File: config.mk
export PLATFORM = sky130hd
export DESIGN_NAME = result_uart_tx_flat
export DESIGN_NICKNAME = d
export VERILOG_FILES = /design/src/rtl/result_uart_tx_if.sv /design/src/rtl/result_uart_tx.sv /design/src/flat_wrapper.sv
export SDC_FILE = /design/constraint.sdc
export NUM_CORES = 1
export LEC_CHECK = 0
export ABC_AREA = 1
export CAP_MARGIN = 40
export CELL_PAD_IN_SITES_DETAIL_PLACEMENT = 1
export CELL_PAD_IN_SITES_GLOBAL_PLACEMENT = 2
export CORE_MARGIN = 1
export CORE_UTILIZATION = 37
export DETAILED_ROUTE_END_ITERATION = 16
export GPL_ROUTABILITY_DRIVEN = 0
export GPL_TIMING_DRIVEN = 0
export PLACE_DENSITY_LB_ADDON = 0.12
export SETUP_SLACK_MARGIN = 0.3
export SLEW_MARGIN = 20
export SYNTH_ARGS = -nofsm -noshare
export SYNTH_HDL_FRONTEND = slang
export SYNTH_SLANG_ARGS = --single-unit
File: constraint.sdc
create_clock -name clk -period 3.3 [get_ports clk]
set_input_delay 0.66 -clock clk [delete_from_list [all_inputs] [get_ports clk]]
set_output_delay 0.66 -clock clk [all_outputs]
set_load 0.02 [all_outputs]
File: src/rtl/result_uart_tx_if.sv
// ============================================================================
// Module      : result_uart_tx_if
// Description : Result handshake between the CNN top level and the UART
//               result transmitter: a 5-bit class index with a one-cycle
//               valid qualifier.
// Revision    : 1.0 - initial release
// ============================================================================
`default_nettype none

interface result_uart_tx_if;
    logic [4:0] i_result_data;
    logic       i_result_data_valid;

    modport master (
        output i_result_data,
        output i_result_data_valid
    );

    modport slave (
        input i_result_data,
        input i_result_data_valid
    );
endinterface

`default_nettype wire

File: src/rtl/result_uart_tx.sv
// ============================================================================
// Module      : result_uart_tx
// Description : Buffers CNN classification results in a small FIFO and sends
//               each one to the host as a UART byte {3'b000, result}, LSB
//               first, 8N1. Define RESULT_PARITY_EN to add an even-parity
//               bit (8E1, 11-bit frames).
// Revision    : 1.0 - initial release
// ============================================================================
`default_nettype none

module result_uart_tx #(
    parameter int CLK_FREQ   = 200000000,
    parameter int BAUD       = 115200,
    parameter int FIFO_DEPTH = 4
) (
    input  wire                clk,
    input  wire                rst_n,
    input  wire                en,
    result_uart_tx_if.slave    res_if,
    output logic               o_uart_tx,
    output logic               o_busy,
    output logic               o_fifo_full,
    output logic               o_overflow,
    output logic [15:0]        o_tx_count
);

    localparam int CLKS_PER_BIT = CLK_FREQ / BAUD;
    localparam int BAUD_W       = (CLKS_PER_BIT > 1) ? $clog2(CLKS_PER_BIT) : 1;
    localparam int PTR_W        = $clog2(FIFO_DEPTH);
    localparam int CNT_W        = PTR_W + 1;

    localparam logic [BAUD_W-1:0] C_BAUD_LAST = BAUD_W'(CLKS_PER_BIT - 1);
    localparam logic [CNT_W-1:0]  C_FIFO_FULL = CNT_W'(FIFO_DEPTH);

    typedef enum logic [2:0] {
        S_IDLE   = 3'd0,
        S_START  = 3'd1,
        S_DATA   = 3'd2,
`ifdef RESULT_PARITY_EN
        S_PARITY = 3'd3,
`endif
        S_STOP   = 3'd4
    } state_t;

    // FIFO storage and bookkeeping
    logic [4:0]       mem_q [FIFO_DEPTH];
    logic [PTR_W-1:0] wr_ptr_q;
    logic [PTR_W-1:0] rd_ptr_q;
    logic [CNT_W-1:0] occ_q;
    logic             overflow_q;

    // Transmitter state
    state_t           state_q;
    logic [BAUD_W-1:0] baud_q;
    logic [2:0]       bit_q;
    logic [7:0]       shift_q;
    logic             tx_q;
    logic [15:0]      tx_count_q;

    logic fifo_full;
    logic fifo_empty;
    logic pop;
    logic push;
    logic drop;
    logic baud_last;

    assign fifo_full  = (occ_q == C_FIFO_FULL);
    assign fifo_empty = (occ_q == '0);
    // A frame launches only from IDLE while enabled; the pop frees a slot on
    // the same edge, so a push into a full FIFO is still accepted then.
    assign pop        = (state_q == S_IDLE) && en && !fifo_empty;
    assign push       = en && res_if.i_result_data_valid && (!fifo_full || pop);
    assign drop       = en && res_if.i_result_data_valid && fifo_full && !pop;
    assign baud_last  = (baud_q == C_BAUD_LAST);

    // FIFO pointers, occupancy and the sticky overflow flag
    always_ff @(posedge clk) begin
        if (!rst_n) begin
            wr_ptr_q   <= '0;
            rd_ptr_q   <= '0;
            occ_q      <= '0;
            overflow_q <= 1'b0;
        end else begin
            if (push) wr_ptr_q <= wr_ptr_q + PTR_W'(1);
            if (pop)  rd_ptr_q <= rd_ptr_q + PTR_W'(1);
            if (push && !pop)      occ_q <= occ_q + CNT_W'(1);
            else if (pop && !push) occ_q <= occ_q - CNT_W'(1);
            if (drop) overflow_q <= 1'b1;
        end
    end

    // FIFO data array; contents are don't-care while the pointers say empty
    always_ff @(posedge clk) begin
        if (push) mem_q[wr_ptr_q] <= res_if.i_result_data;
    end

    // Frame sequencer; the line register follows the state one cycle later,
    // so every bit still lasts exactly CLKS_PER_BIT cycles on the wire
    always_ff @(posedge clk) begin
        if (!rst_n) begin
            state_q    <= S_IDLE;
            baud_q     <= '0;
            bit_q      <= '0;
            shift_q    <= '0;
            tx_q       <= 1'b1;
            tx_count_q <= '0;
        end else begin
            case (state_q)
                S_IDLE: begin
                    tx_q   <= 1'b1;
                    baud_q <= '0;
                    bit_q  <= '0;
                    if (pop) begin
                        shift_q <= {3'b000, mem_q[rd_ptr_q]};
                        state_q <= S_START;
                    end
                end
                S_START: begin
                    tx_q <= 1'b0;
                    if (baud_last) begin
                        baud_q  <= '0;
                        state_q <= S_DATA;
                    end else begin
                        baud_q <= baud_q + BAUD_W'(1);
                    end
                end
                S_DATA: begin
                    tx_q <= shift_q[bit_q];
                    if (baud_last) begin
                        baud_q <= '0;
                        bit_q  <= bit_q + 3'd1;
                        if (bit_q == 3'd7) begin
`ifdef RESULT_PARITY_EN
                            state_q <= S_PARITY;
`else
                            state_q <= S_STOP;
`endif
                        end
                    end else begin
                        baud_q <= baud_q + BAUD_W'(1);
                    end
                end
`ifdef RESULT_PARITY_EN
                S_PARITY: begin
                    tx_q <= ^shift_q;
                    if (baud_last) begin
                        baud_q  <= '0;
                        state_q <= S_STOP;
                    end else begin
                        baud_q <= baud_q + BAUD_W'(1);
                    end
                end
`endif
                S_STOP: begin
                    tx_q <= 1'b1;
                    if (baud_last) begin
                        baud_q     <= '0;
                        tx_count_q <= tx_count_q + 16'd1;
                        state_q    <= S_IDLE;
                    end else begin
                        baud_q <= baud_q + BAUD_W'(1);
                    end
                end
                default: begin
                    tx_q    <= 1'b1;
                    state_q <= S_IDLE;
                end
            endcase
        end
    end

    assign o_uart_tx   = tx_q;
    assign o_busy      = (state_q != S_IDLE);
    assign o_fifo_full = fifo_full;
    assign o_overflow  = overflow_q;
    assign o_tx_count  = tx_count_q;

endmodule

`default_nettype wire

File: src/flat_wrapper.sv
// flat-port wrapper written by rule: the top's interface ports become plain ports
module result_uart_tx_flat 
#(
    parameter int CLK_FREQ   = 200000000,
    parameter int BAUD       = 115200,
    parameter int FIFO_DEPTH = 4
)
  (clk, rst_n, en, o_uart_tx, o_busy, o_fifo_full, o_overflow, o_tx_count, res_if_i_result_data, res_if_i_result_data_valid);
  result_uart_tx_if res_if_i ();
  input  wire clk;
  input  wire rst_n;
  input  wire en;
  output logic o_uart_tx;
  output logic o_busy;
  output logic o_fifo_full;
  output logic o_overflow;
  output logic [15:0] o_tx_count;
  input wire logic [$bits(res_if_i.i_result_data)-1:0] res_if_i_result_data;
  input wire logic [$bits(res_if_i.i_result_data_valid)-1:0] res_if_i_result_data_valid;
  assign res_if_i.i_result_data = res_if_i_result_data;
  assign res_if_i.i_result_data_valid = res_if_i_result_data_valid;
  result_uart_tx #(.CLK_FREQ(CLK_FREQ), .BAUD(BAUD), .FIFO_DEPTH(FIFO_DEPTH)) u_core (.clk(clk), .rst_n(rst_n), .en(en), .res_if(res_if_i), .o_uart_tx(o_uart_tx), .o_busy(o_busy), .o_fifo_full(o_fifo_full), .o_overflow(o_overflow), .o_tx_count(o_tx_count));
endmodule
Yosys cells after proc, flatten, opt, wreduce, memory -nomap -nowiden
Memories as Yosys holds them, arrays and structs flattened. A register that Yosys moved wholly into a read port is not among the register bits.
Index checks and enable logic that the tools add are counted.

operators by class
  $add $sub $neg = 7
  $lt $le $gt $ge = 1
  eq/ne operators = 11
  muxes and demuxes = 17
  reductions and logical operators = 25

operator list
  kind                                                                     count
  3-bit 2-to-1 mux                                                         8
  11-bit one-hot mux with 2 select lines                                   1
  16-bit by 1-bit adder with 16-bit output, second input constant          1
  3-bit one-hot mux with 4 select lines                                    1
  11-bit by 1-bit adder with 11-bit output, second input constant          1
  11-bit == test, second input constant                                    1
  11-bit 2-to-1 mux                                                        1
  2-bit by 1-bit inequality test with 1-bit output, second input constant  5
  3-bit == test, second input constant                                     3
  1-bit logical AND                                                        8
  3-bit by 1-bit adder with 3-bit output, second input constant            2
  3-bit logical NOT                                                        2
  3-bit one-hot mux with 2 select lines                                    1
  2-bit AND reduction                                                      3
  2-bit nonzero test                                                       3
  1-bit logical NOT                                                        5
  5-bit AND reduction                                                      1
  2-bit by 1-bit adder with 2-bit output, second input constant            2
  3-bit by 4-bit < comparator with 1-bit output, second input constant     1
  1-bit binary-select mux with 3-bit select                                1
  3-bit by 1-bit == test with 1-bit output, second input constant          1
  3-bit by 2-bit == test with 1-bit output, second input constant          1
  1-bit 2-to-1 mux                                                         3
  3-bit nonzero test                                                       1
  other kinds (4)                                                          4

storage, ports and cells
  register bits after elaboration = 42
  bits in writable memories = 20
  input port bits = 9
  output and inout bits = 20
  logic and storage cells = 71
  memories = 1

memory list
  memory        words  width  rd ports  clocked after memory_dff  wr ports  line                  text
  u_core.mem_q  4      5      1         1                         1         result_uart_tx.sv:46  logic [4:0] mem_q [FIFO_DEPTH];

Depth between registers and ports, before layout
Gate-level depths: netlist (run 1).

  depth in word-level cells = 9
  gate-level depth with buffers = 14
  mapped depth without buffers = 14

Worst setup path after synthesis (run 1)
OpenSTA, ideal clock, no wires.

  path kind = flip-flop to flip-flop
  start point = reg u_core.occ_q[0]
  end point = reg u_core.occ_q[1]
  library setup time = 0.116 ns
  arrival = 2.148 ns
  data required time = 3.184 ns
  setup slack = 1.037 ns
  stages on the path, launching flop included = 10
  buffers on the path = 0
  clock period less this slack = 2.263 ns
  path through = dfxtp_1 > nor3_1 > nand2_1 > nand2_1 > inv_1 > ha_1 > inv_1 > fa_1 > o21ai_0 > nor2_1

between the ends
  elaborated cells on any way between the ends = 16
  those cells by class = 2 x add/sub; 1 x eq/ne; 2 x mux; 11 x reduce/logical

RTL lines
  item                          line                  text
  start, declared               result_uart_tx.sv:49  logic [CNT_W-1:0] occ_q;
  start signal, assigned        result_uart_tx.sv:86  if (push && !pop) occ_q <= occ_q + CNT_W'(1);
  start signal, assigned        result_uart_tx.sv:87  else if (pop && !push) occ_q <= occ_q - CNT_W'(1);
  3-bit == test (*)             result_uart_tx.sv:67  assign fifo_full = (occ_q == C_FIFO_FULL);
  via o_fifo_full               flat_wrapper.sv:15    output logic o_fifo_full;
  1-bit logical NOT (*)         result_uart_tx.sv:72  assign push = en && res_if.i_result_data_valid && (!fifo_full || pop);
  1-bit logical OR (*)          result_uart_tx.sv:72
  1-bit logical AND (*)         result_uart_tx.sv:72
  via u_core.push               result_uart_tx.sv:63  logic push;
  1-bit logical NOT             result_uart_tx.sv:87
  1-bit logical AND             result_uart_tx.sv:87
  2-bit nonzero test (no line)  --

Mark *: on every way through the listed nets, which the timed path passes. The rest lies on a longest branch. The select of a mux whose other input is x is not followed.
A chain may end at the register's enable or synchronous reset.

Worst setup path in the final report (run 1)
  start point = in en
  end point = reg u_core.occ_q[2]

between the ends
  cells in the longest elaborated chain, start to end = 7
  elaborated cells on any way between the ends = 11
  those cells by class = 1 x mux; 10 x reduce/logical

ends and longest elaborated chain
  item                            line                  text
  start, declared                 flat_wrapper.sv:12    input wire en;
  1-bit logical AND (2 in a row)  result_uart_tx.sv:71  assign pop = (state_q == S_IDLE) && en && !fifo_empty;
  1-bit logical OR                result_uart_tx.sv:72
  1-bit logical AND (*)           result_uart_tx.sv:72
  via u_core.push                 result_uart_tx.sv:63
  1-bit logical NOT               result_uart_tx.sv:87
  1-bit logical AND               result_uart_tx.sv:87
  2-bit nonzero test (no line)    --

Mark *: on every way through the listed nets, which the timed path passes. The rest lies on a longest branch.

==> impl_metrics.yaml, run 1 <==
outcome:
  outcome: "finished, final reports clean"
synth:
  syn-num-nets: 462
  syn_area_per_cell_um2: 7.767
  synth.most_common_cell: "nand2_1"
  synth_ff_type: "dfxtp_1"
  synth-compound-area-share_pct: 12.36
  yosysUniqueCellTypes: 35
  synth_xor_area_share_pct: 2.291
  async_reset_ff_share_pct: 0
  yosysWarnings: 0
  synthTopCellsByCount: "90 x nand2_1, 62 x nor2_1, 47 x dfxtp_1"
  syn_inst: 443
  ys_seq_area_share_pct: 44.80
  synthMuxAreaShare_pct: 0
  synthesis.area_um2: 3441
  ys_top_cells_by_area: "dfxtp_1 27%, edfxtp_1 17%, nand2_1 9.8%, nor2_1 6.8%, nand3_1 5.2%"
  synthAdderAreaFrac_pct: 3.855
  ys_ff_latch: 67
  synth_edf_count: 20
  yosys.area.top_type: "dfxtp_1"
  synth_top_area_share_pct: 27.35
  synth_top_family_by_area: "simple AND/OR/NAND/NOR gates"
  yosys.area_share.simple_pct: 28.91
global_routing:
  antenna_found_initial: 0
  grt_pass1_wl_um: 14850
  grt_use_total_pct: 19.49
  grt_max_degree: 17
  globalRouteOverflowTotal: 0
  grt_pass1_vias: 3051
worst_setup_path:
  worstPathRequired_ps: 3550
  arrival_ps: 2860
  crit_fanout: 7
  endpoint_kind: "flip-flop"
  criticalPathCategory: "in2reg"
  critPathLaunchType: "input pin"
cells_and_area:
  fillers: 1117
  n_antenna_cell: 0
  design_area_um2: 4046
  ff_latch_area_um2: 1541
  multi_input_area_um2: 1632
  fin_nets: 500
  final_layout_size_suffix_gt1_share_pct: 11.73
  area_growth_pct: 17.60
clocking:
  cts_sinks: 67
  postCtsSetupBuffers: 0
  cts-root-buf: "clkbuf_8"
  cts_buffer_depth: 2
  numCtsBuffers: 9
  cts_tree: "done"
  ctsHoldBuffers: 0
  cts-resized-gates: 0
  clkLatencyLatePin_ps: 360
  path_clk_slew_ps: 100
  cts-htree-levels: 3
timing:
  hold_ws_ps: 453.8
  max_freq_ghz: 0.3836
  tightestPinTransition_ps: 686.0
  fin_setup_tns_ps: 0
  setup_violations: 0
  worst_slack_ps: 693.3
  period_needed_ps: 2607
  slew_headroom_pct: 54.26
  rsz0062_at_grt: "false"
  fin_crit_sh_pct: 78.99
  slew_violations: 0
  hold_viol_final: 0
  clock_skew_ps: 12.52
floorplanning:
  io_pins: 29
  die_h_um: 98.44
  fp.dieW_um: 98.44
  rows: 34
  dieArea_um2: 9689
  core_um2: 8848
  initial_core_util_pct: 38.89
placement:
  dpl-instance-area_um2: 3846
  place_ws_ps: 297.9
  dp.final_hpwl_um: 6362
  port_buffers: 27
routing:
  vias: 2963
  wl_per_cell_um: 14.42
  finalWirelength_um: 8566
  drt_iter0_markers: 72
  drc: 0
  detail-route-antenna-nets: 0
  drt-pass1-iter-count: 4
  via_per_inst: 4.988
power:
  power_density_nw_per_um2: 583.3
  total_power_mw: 2.360
  p_leak_nw: 1.505
  ir_drop_v: 0.0002915
min_path:
  hold_path.class: "reg2reg"
run:
  max_cap_violations: 0
[layout make-up]
cell class,count,area share (%)
Buffer,12,1.763
Clock buffer,9,3.061
Clock inverter,7,1.886
Inverter,51,4.855
Multi-Input combinational cell,313,40.32
Sequential cell,67,38.10
Tap cell,108,3.340
Timing Repair Buffer,27,6.679
[worst paths after layout]
check	to	startpoint	slack, ps	cells after the start
min reg2reg	u_core.shift_q[1]	u_core.shift_q[1]	450	2
max	u_core.occ_q[2]	en	690	12
max reg2reg	u_core.occ_q[2]	u_core.state_q[0]	870	14
min	u_core.shift_q[1]	u_core.shift_q[1]	450	2
[where the power goes]
part | switching, mW | internal, mW | total (mW)
combinational | 0.429 | 0.240 | 0.669
sequential | 0.0545 | 0.936 | 0.991
clock | 0.398 | 0.303 | 0.701
total | 0.881 | 1.48 | 2.36
[per-stage QoR]
| step | util (%) | cells |
|---|---|---|
| floorplan | - | 443 |
| global placement | 43.47 | 578 |
| detailed placement | 43.47 | 578 |
| CTS | 45.73 | 594 |
| global route | 45.73 | 594 |
| finish | 45.73 | 594 |
[flip-flops by register name, summed over array words and instances (netlist names), 3 cells and up]
signal and count:
u_core.baud_q 11, u_core.bit_q 3, u_core.mem_q 20, u_core.o_tx_count 16, u_core.occ_q 3, u_core.shift_q 5
u_core.state_q 3
[logic make-up after synthesis]
family                   count (synthesis)
AO/OA/AOI/OAI                           72
XOR/XNOR                                 9
adder cells (fa/ha/maj)                 10
buffers and inverters                   63
flip-flops                              67
AND/OR/NAND/NOR                        222
[cells in the final DEF, fill, tap and decap left out, types with 2 or more instances in the layout]
cell type	n
nand2_1	90
nor2_1	62
dfxtp_1	47
inv_1	46
nand3_1	36
a21oi_1	27
clkdlybuf4s50_1	27
o21ai_0	26
edfxtp_1	20
nand2_2	12
a21oi_2	10
ha_1	9
clkbuf_8	9
clkbuf_1	7
nand4_1	7
xor2_1	6
nand3_2	4
nor3_1	4
inv_2	3
o211a_1	3
xnor2_1	3
inv_6	3
inv_8	3
nor2_2	2
buf_2	2
o211ai_1	2
buf_4	2
o21a_1	2
[metal layers]
layer / global-route usage, % / vias to the layer above / wire length, um
li1: - / 1524 / -
met5: 0 / - / 0
met2: 33.32 / 27 / 4073
met1: 25.20 / 1404 / 4207
met4: 5.970 / 0 / 87
met3: 3.404 / 8 / 199
[critical path, stage by stage]
cell,delay (ps)
clkdlybuf4s50_1,520
nand3_2,190
nand2_1,130
nand2_1,140
inv_1,150
ha_1,160
inv_1,60
fa_1,380
a21oi_1,150
o21ai_0,110
o21ai_0,160
a21oi_1,50
Note: power is estimated with default switching activity, not from simulation.
==> run 2, diff against run 1 <==
--- a/config.mk
+++ b/config.mk
@@ -10,7 +10,7 @@
 export CELL_PAD_IN_SITES_DETAIL_PLACEMENT = 1
 export CELL_PAD_IN_SITES_GLOBAL_PLACEMENT = 2
 export CORE_MARGIN = 1
-export CORE_UTILIZATION = 37
+export CORE_UTILIZATION = 34
 export DETAILED_ROUTE_END_ITERATION = 16
 export GPL_ROUTABILITY_DRIVEN = 0
 export GPL_TIMING_DRIVEN = 0
==> constraint.sdc (replaced) <==
create_clock -name clk -period 2.7 [get_ports clk]
set_input_delay 0.54 -clock clk [delete_from_list [all_inputs] [get_ports clk]]
set_output_delay 0.54 -clock clk [all_outputs]
set_load 0.02 [all_outputs]
==> run 2 against run 1 <==
First-iteration DRC count decreased by 21%. Core utilization down 3.7 points. Wire length is 0.82% higher. Clock-buffer cell count did not move. Clock power is 23% higher. Via count fell by 0.30%. Sequential cell count did not move. Clock skew barely moved. Critical path depth shrank 10. Non-clock buffer count is 1 higher.
==> impl_metrics.yaml, run 2 (synthesis gave the netlist of run 1 again) <==
outcome:
  outcome: "finished, final reports clean"
worst_setup_path:
  crit_fanout: 5
  reg2reg_setup_slack_ps: 570
  critPathLaunchType: "flip-flop"
  endpoint_kind: "output pin"
  arrival_ps: 1740
  slowest_stage: "clkdlybuf4s50_1"
  crit_start: "u_core.occ_q[0]"
  cp_cell_sequence: "nor3_1, clkdlybuf4s50_1"
  r2r_start: "u_core.state_q[1]"
  cp_num_buf_inv: 1
  max_stage_delay_ps: 680
  r2r_cells: 14
  criticalPathCategory: "reg2out"
  critPathTopFamily: "buffers and inverters"
  worstPathRequired_ps: 2160
  r2r_end: "u_core.occ_q[2]"
routing:
  via_per_inst: 4.765
  vias: 2954
  drt-pass1-iter-count: 4
  drt_iter0_markers: 57
  detail-route-antenna-nets: 0
  finalWirelength_um: 8636
  wl_per_cell_um: 13.93
  drc: 0
global_routing:
  grt_pass1_wl_um: 14510
  grt_max_degree: 17
  grt_use_total_pct: 18.23
  globalRouteOverflowTotal: 0
  antenna_found_initial: 0
  grt_pass1_vias: 2978
cells_and_area:
  largest_reg_flops: 20
  post-route-util_pct: 42.08
  fin_nets: 501
  area_growth_pct: 19.53
  final_cell_mix: "88 x nand2_1, 62 x nor2_1, 46 x dfxtp_1"
  n_antenna_cell: 0
  final_common_cell: "nand2_1"
  design_area_um2: 4113
  fillers: 1215
  final_layout_size_suffix_gt1_share_pct: 13.14
  regMostFlops: "u_core.mem_q"
timing:
  max_freq_ghz: 0.4380
  slew_violations: 0
  tightestPinTransition_ps: 764.2
  hold_ws_ps: 463.3
  period_needed_ps: 2283
  clock_skew_ps: 12.24
  slew_headroom_pct: 49.05
  fin_crit_sh_pct: 84.56
  rsz0062_at_grt: "false"
  setup_violations: 0
  hold_viol_final: 0
run:
  max_cap_violations: 0
min_path:
  hold_end: "u_core.shift_q[1]"
  hold_path.class: "reg2reg"
  worst_hold_path.num_cells: 2
  min_from: "u_core.shift_q[1]"
placement:
  port_buffers: 27
  dp.final_hpwl_um: 6370
  dpl-instance-area_um2: 3877
floorplanning:
  fp.dieW_um: 102.6
  initial_core_util_pct: 35.20
  rows: 36
  dieArea_um2: 10530
  die_h_um: 102.6
  io_pins: 29
  core_um2: 9774
clocking:
  path_clk_slew_ps: 90
  ctsHoldBuffers: 0
  cts-root-buf: "clkbuf_8"
  cts-htree-levels: 3
  cts_sinks: 67
  clkLatencyLatePin_ps: 360
  cts_buffer_depth: 2
  cts_tree: "done"
  numCtsBuffers: 9
power:
  p_leak_nw: 1.519
  power_density_nw_per_um2: 714.3
  ir_drop_v: 0.0002737
  total_power_mw: 2.938
==> run 2: cell count changes in the layout (fill, tap and decap cells not counted), sizes merged <==
cell           previous run  this run
dlymetal6s2s              0         1
clkdlybuf4s50            27        26
buf                       5         6
==> run 2: area by class of cell <==
cell class                 instances  area [um2]  share of cell area (%)
clock buffer                       9       123.9                   3.012
inverter                          51       196.4                   4.776
buffer                            12       71.32                   1.734
multi-input combinational        313        1655                   40.25
timing repair buffer              28       280.3                   6.815
sequential                        67        1543                   37.51
clock inverter                     7       76.32                   1.856
tap                              133       166.4                   4.046
==> run 2: report_power, final <==
| group | switching, mW | internal [mW] |
|---|---|---|
| Sequential | 0.0701 | 1.15 |
| Clock | 0.492 | 0.370 |
| Combinational | 0.543 | 0.316 |
| Total | 1.11 | 1.83 |
==> run 2: worst max-delay path by stage <==
stage,end,cells after the start
3_3_place_gp,u_core.occ_q[2],12
4_1_cts,u_core.occ_q[2],12
6_report,o_fifo_full,2
3_5_place_dp,u_core.occ_q[2],12
2_1_floorplan,u_core.occ_q[1],9
5_1_grt,o_busy,5
==> run 2: what timing repair did <==
action                                  4_1_cts  5_1_grt
gates resized for setup                       3        6
endpoints found under the setup margin        1        2
buffers inserted                              0        1
==> run 2: per-layer routing <==
layer / up-vias / part of all wire [%] / global-route usage, %
met5: - / 0 / 0
met4: 0 / 1.1 / 6.264
met3: 6 / 1.8 / 4.068
met2: 24 / 46 / 29.95
met1: 1398 / 51 / 23.60
li1: 1526 / - / -
==> run 2: worst reg2reg max path, stage by stage (launching register included) <==
cell and delay, ps:
dfxtp_1 330, inv_2 70, nand2_1 90, nor2_4 150
nand3_4 100, nand2_2 80, nand2_2 100, inv_2 90
ha_1 140, inv_1 70, fa_2 350, a21oi_2 130
o21ai_0 100, o21ai_0 160, a21oi_1 60
==> run 2: stage by stage <==
stage | setup WS, ps | setup TNS, ps | std cells
6_report | 416.9 | 0 | 620
3_3_place_gp | -131.0 | -131.0 | 603
4_1_cts | 343.5 | 0 | 619
3_5_place_dp | -174.0 | -174.0 | 603
5_1_grt | 319.1 | 0 | 620
2_1_floorplan | 436.7 | 0 | 443
==> run 3, diff against run 2 <==
--- a/config.mk
+++ b/config.mk
@@ -10,7 +10,7 @@
 export CELL_PAD_IN_SITES_DETAIL_PLACEMENT = 1
 export CELL_PAD_IN_SITES_GLOBAL_PLACEMENT = 2
 export CORE_MARGIN = 1
-export CORE_UTILIZATION = 34
+export CORE_UTILIZATION = 31
 export DETAILED_ROUTE_END_ITERATION = 16
 export GPL_ROUTABILITY_DRIVEN = 0
 export GPL_TIMING_DRIVEN = 0
==> constraint.sdc (replaced) <==
create_clock -name clk -period 2 [get_ports clk]
set_input_delay 0.4 -clock clk [delete_from_list [all_inputs] [get_ports clk]]
set_output_delay 0.4 -clock clk [all_outputs]
set_load 0.02 [all_outputs]
==> run 3 against run 2 <==
Total power is 40% higher. Die area increased by 9.5%. Register-to-register slack got worse by 440 ps. Wire length grew 3.7%. Clock power is 25% higher. Sequential share of layout area down 0.98 points. First-iteration DRC count increased by 82%. Final cell count up 2.7%. Sequential power is 35% higher. Clock-buffer cell count did not move. Sequential cell count unchanged. Critical path type is now reg2reg. Largest cell class unchanged.
==> impl_metrics.yaml, run 3 (synthesis gave the netlist of run 1 again) <==
outcome:
  outcome: "finished, final reports clean"
power:
  p_int_mw: 2.579
  ir_drop_v: 0.0004053
  power_switching_mw: 1.522
  p_comb_share_pct: 33.4
  power_density_nw_per_um2: 965.0
  p_sw_share_pct: 37.12
  clock_power_share_pct: 26.3
  p_leak_nw: 1.644
  seq_power_share_pct: 40.3
cells_and_area:
  final_common_cell: "nand2_1"
  multi_input_area_um2: 1732
  n_antenna_cell: 0
  fin_nets: 511
  largest_reg_flops: 20
  fin_cells: 637
  final_layout_size_suffix_gt1_share_pct: 19.52
  post-route-util_pct: 39.21
  final_cell_mix: "87 x nand2_1, 53 x nor2_1, 42 x dfxtp_1"
  area_growth_pct: 23.53
  fillers: 1338
  regMostFlops: "u_core.mem_q"
  ff_latch_area_um2: 1553
timing:
  slew_headroom_pct: 52.82
  max_freq_ghz: 0.5355
  tightestPinTransition_ps: 707.7
  fin_crit_sh_pct: 93.36
  hold_ws_ps: 457.8
  period_needed_ps: 1867
  hold_viol_final: 0
  slew_violations: 0
  rsz0062_at_grt: "true"
  setup_violations: 0
  clock_skew_ps: 14.09
floorplanning:
  initial_core_util_pct: 31.74
  die_h_um: 107.4
  fp.dieW_um: 107.4
  dieArea_um2: 11530
  io_pins: 29
  core_um2: 10840
  rows: 38
clocking:
  clkLatencyLatePin_ps: 360
  cts_sinks: 67
  numCtsBuffers: 9
  path_clk_slew_ps: 90
  cts_buffer_depth: 2
  cts-htree-levels: 3
  cts-root-buf: "clkbuf_8"
  cts_tree: "done"
placement:
  dp.final_hpwl_um: 6464
  placedCellCount: 610
  port_buffers: 27
worst_setup_path:
  criticalPathCategory: "reg2reg"
  critPathLaunchType: "flip-flop"
  worstPathRequired_ps: 2250
  endpoint_kind: "flip-flop"
  arrival_ps: 2120
  crit_fanout: 3
min_path:
  hold_path.class: "in2reg"
global_routing:
  globalRouteOverflowTotal: 0
  antenna_found_initial: 0
  grt_max_degree: 15
  grt_use_total_pct: 17.19
  grt_pass1_vias: 3029
  grt_pass1_wl_um: 15090
routing:
  via_per_inst: 4.651
  vias: 2963
  wl_per_cell_um: 14.06
  drt-pass1-iter-count: 4
  finalWirelength_um: 8954
  drt_iter0_markers: 104
  drc: 0
  detail-route-antenna-nets: 0
run:
  max_cap_violations: 0
==> run 3: changes by cell type in the layout (fill, tap and decap cells not counted), sizes merged <==
cell | previous run | this run
buf | 6 | 17
clkbuf | 16 | 17
inv | 55 | 54
dlygate4sd2 | 0 | 18
clkdlybuf4s50 | 26 | 6
clkinvlp | 0 | 1
==> run 3: path summary, 6_finish.rpt <==
path,start,to,slack [ps],depth (start not counted)
min reg2reg,u_core.shift_q[3],u_core.shift_q[3],460,2
min,rst_n,u_core.occ_q[0],460,3
max reg2reg,u_core.state_q[0],u_core.occ_q[2],130,14
max,u_core.state_q[0],u_core.occ_q[2],130,14
==> run 3: per-layer routing <==
metal  GRT usage [%]  routed length (um)  vias up
met5               0                   0        -
li1                -                   -     1538
met2           27.10                4112       31
met1           22.88                4498     1386
met4           5.675                 107        0
met3           4.358                 235        8
==> run 3: worst max-delay path, cell delays in order (launching register included) <==
cell	delay, ps
dfxtp_2	330
inv_2	70
nand2_2	60
nor2_4	110
nand3_4	100
nand2_4	80
nand2_4	60
inv_4	60
ha_4	130
inv_4	30
fa_2	350
a21oi_1	120
o21ai_1	90
o21ai_1	120
a21oi_1	50
==> run 3: stage by stage <==
| step | setup TNS, ps | setup WS, ps | power, mW | instance area, um2 |
|---|---|---|---|---|
| global route | 0 | 30.54 | 4.419 | 4250 |
| floorplan | 0 | 84.66 | 2.553 | 3503 |
| CTS | 0 | 125.1 | 4.116 | 4184 |
| finish | 0 | 132.7 | 4.102 | 4250 |
| detailed placement | -4001 | -476.5 | 2.900 | 3949 |
| global placement | -3439 | -432.1 | 2.877 | 3949 |
==> run 3: power by group through the flow <==
| stage | clock network [mW] | logic [mW] | registers [mW] |
|---|---|---|---|
| final | 1.08 | 1.37 | 1.65 |
| after global routing | 1.20 | 1.55 | 1.67 |
| after CTS | 1.12 | 1.34 | 1.66 |
| after detailed placement | 0 | 1.22 | 1.68 |
| after global placement | 0 | 1.20 | 1.68 |
| after floorplan | 0 | 0.883 | 1.67 |
==> run 3: cell type report <==
class                           instances  area share (%)
Buffer                                 12           1.737
Sequential cell                        67           36.53
Clock buffer                            9           2.914
Multi-Input combinational cell        313           40.74
Timing Repair Buffer                   38           7.830
Inverter                               51           4.798
Tap cell                              140           4.121
Clock inverter                          7           1.325
==> run 3: what timing repair did <==
action                                  in CTS  in global routing
buffers inserted                             7                  4
hold endpoints to repair                     0                  0
endpoints found under the setup margin      42                 22
pin swaps                                    5                  2
hold buffers                                 0                  0
resized for setup                           39                 14
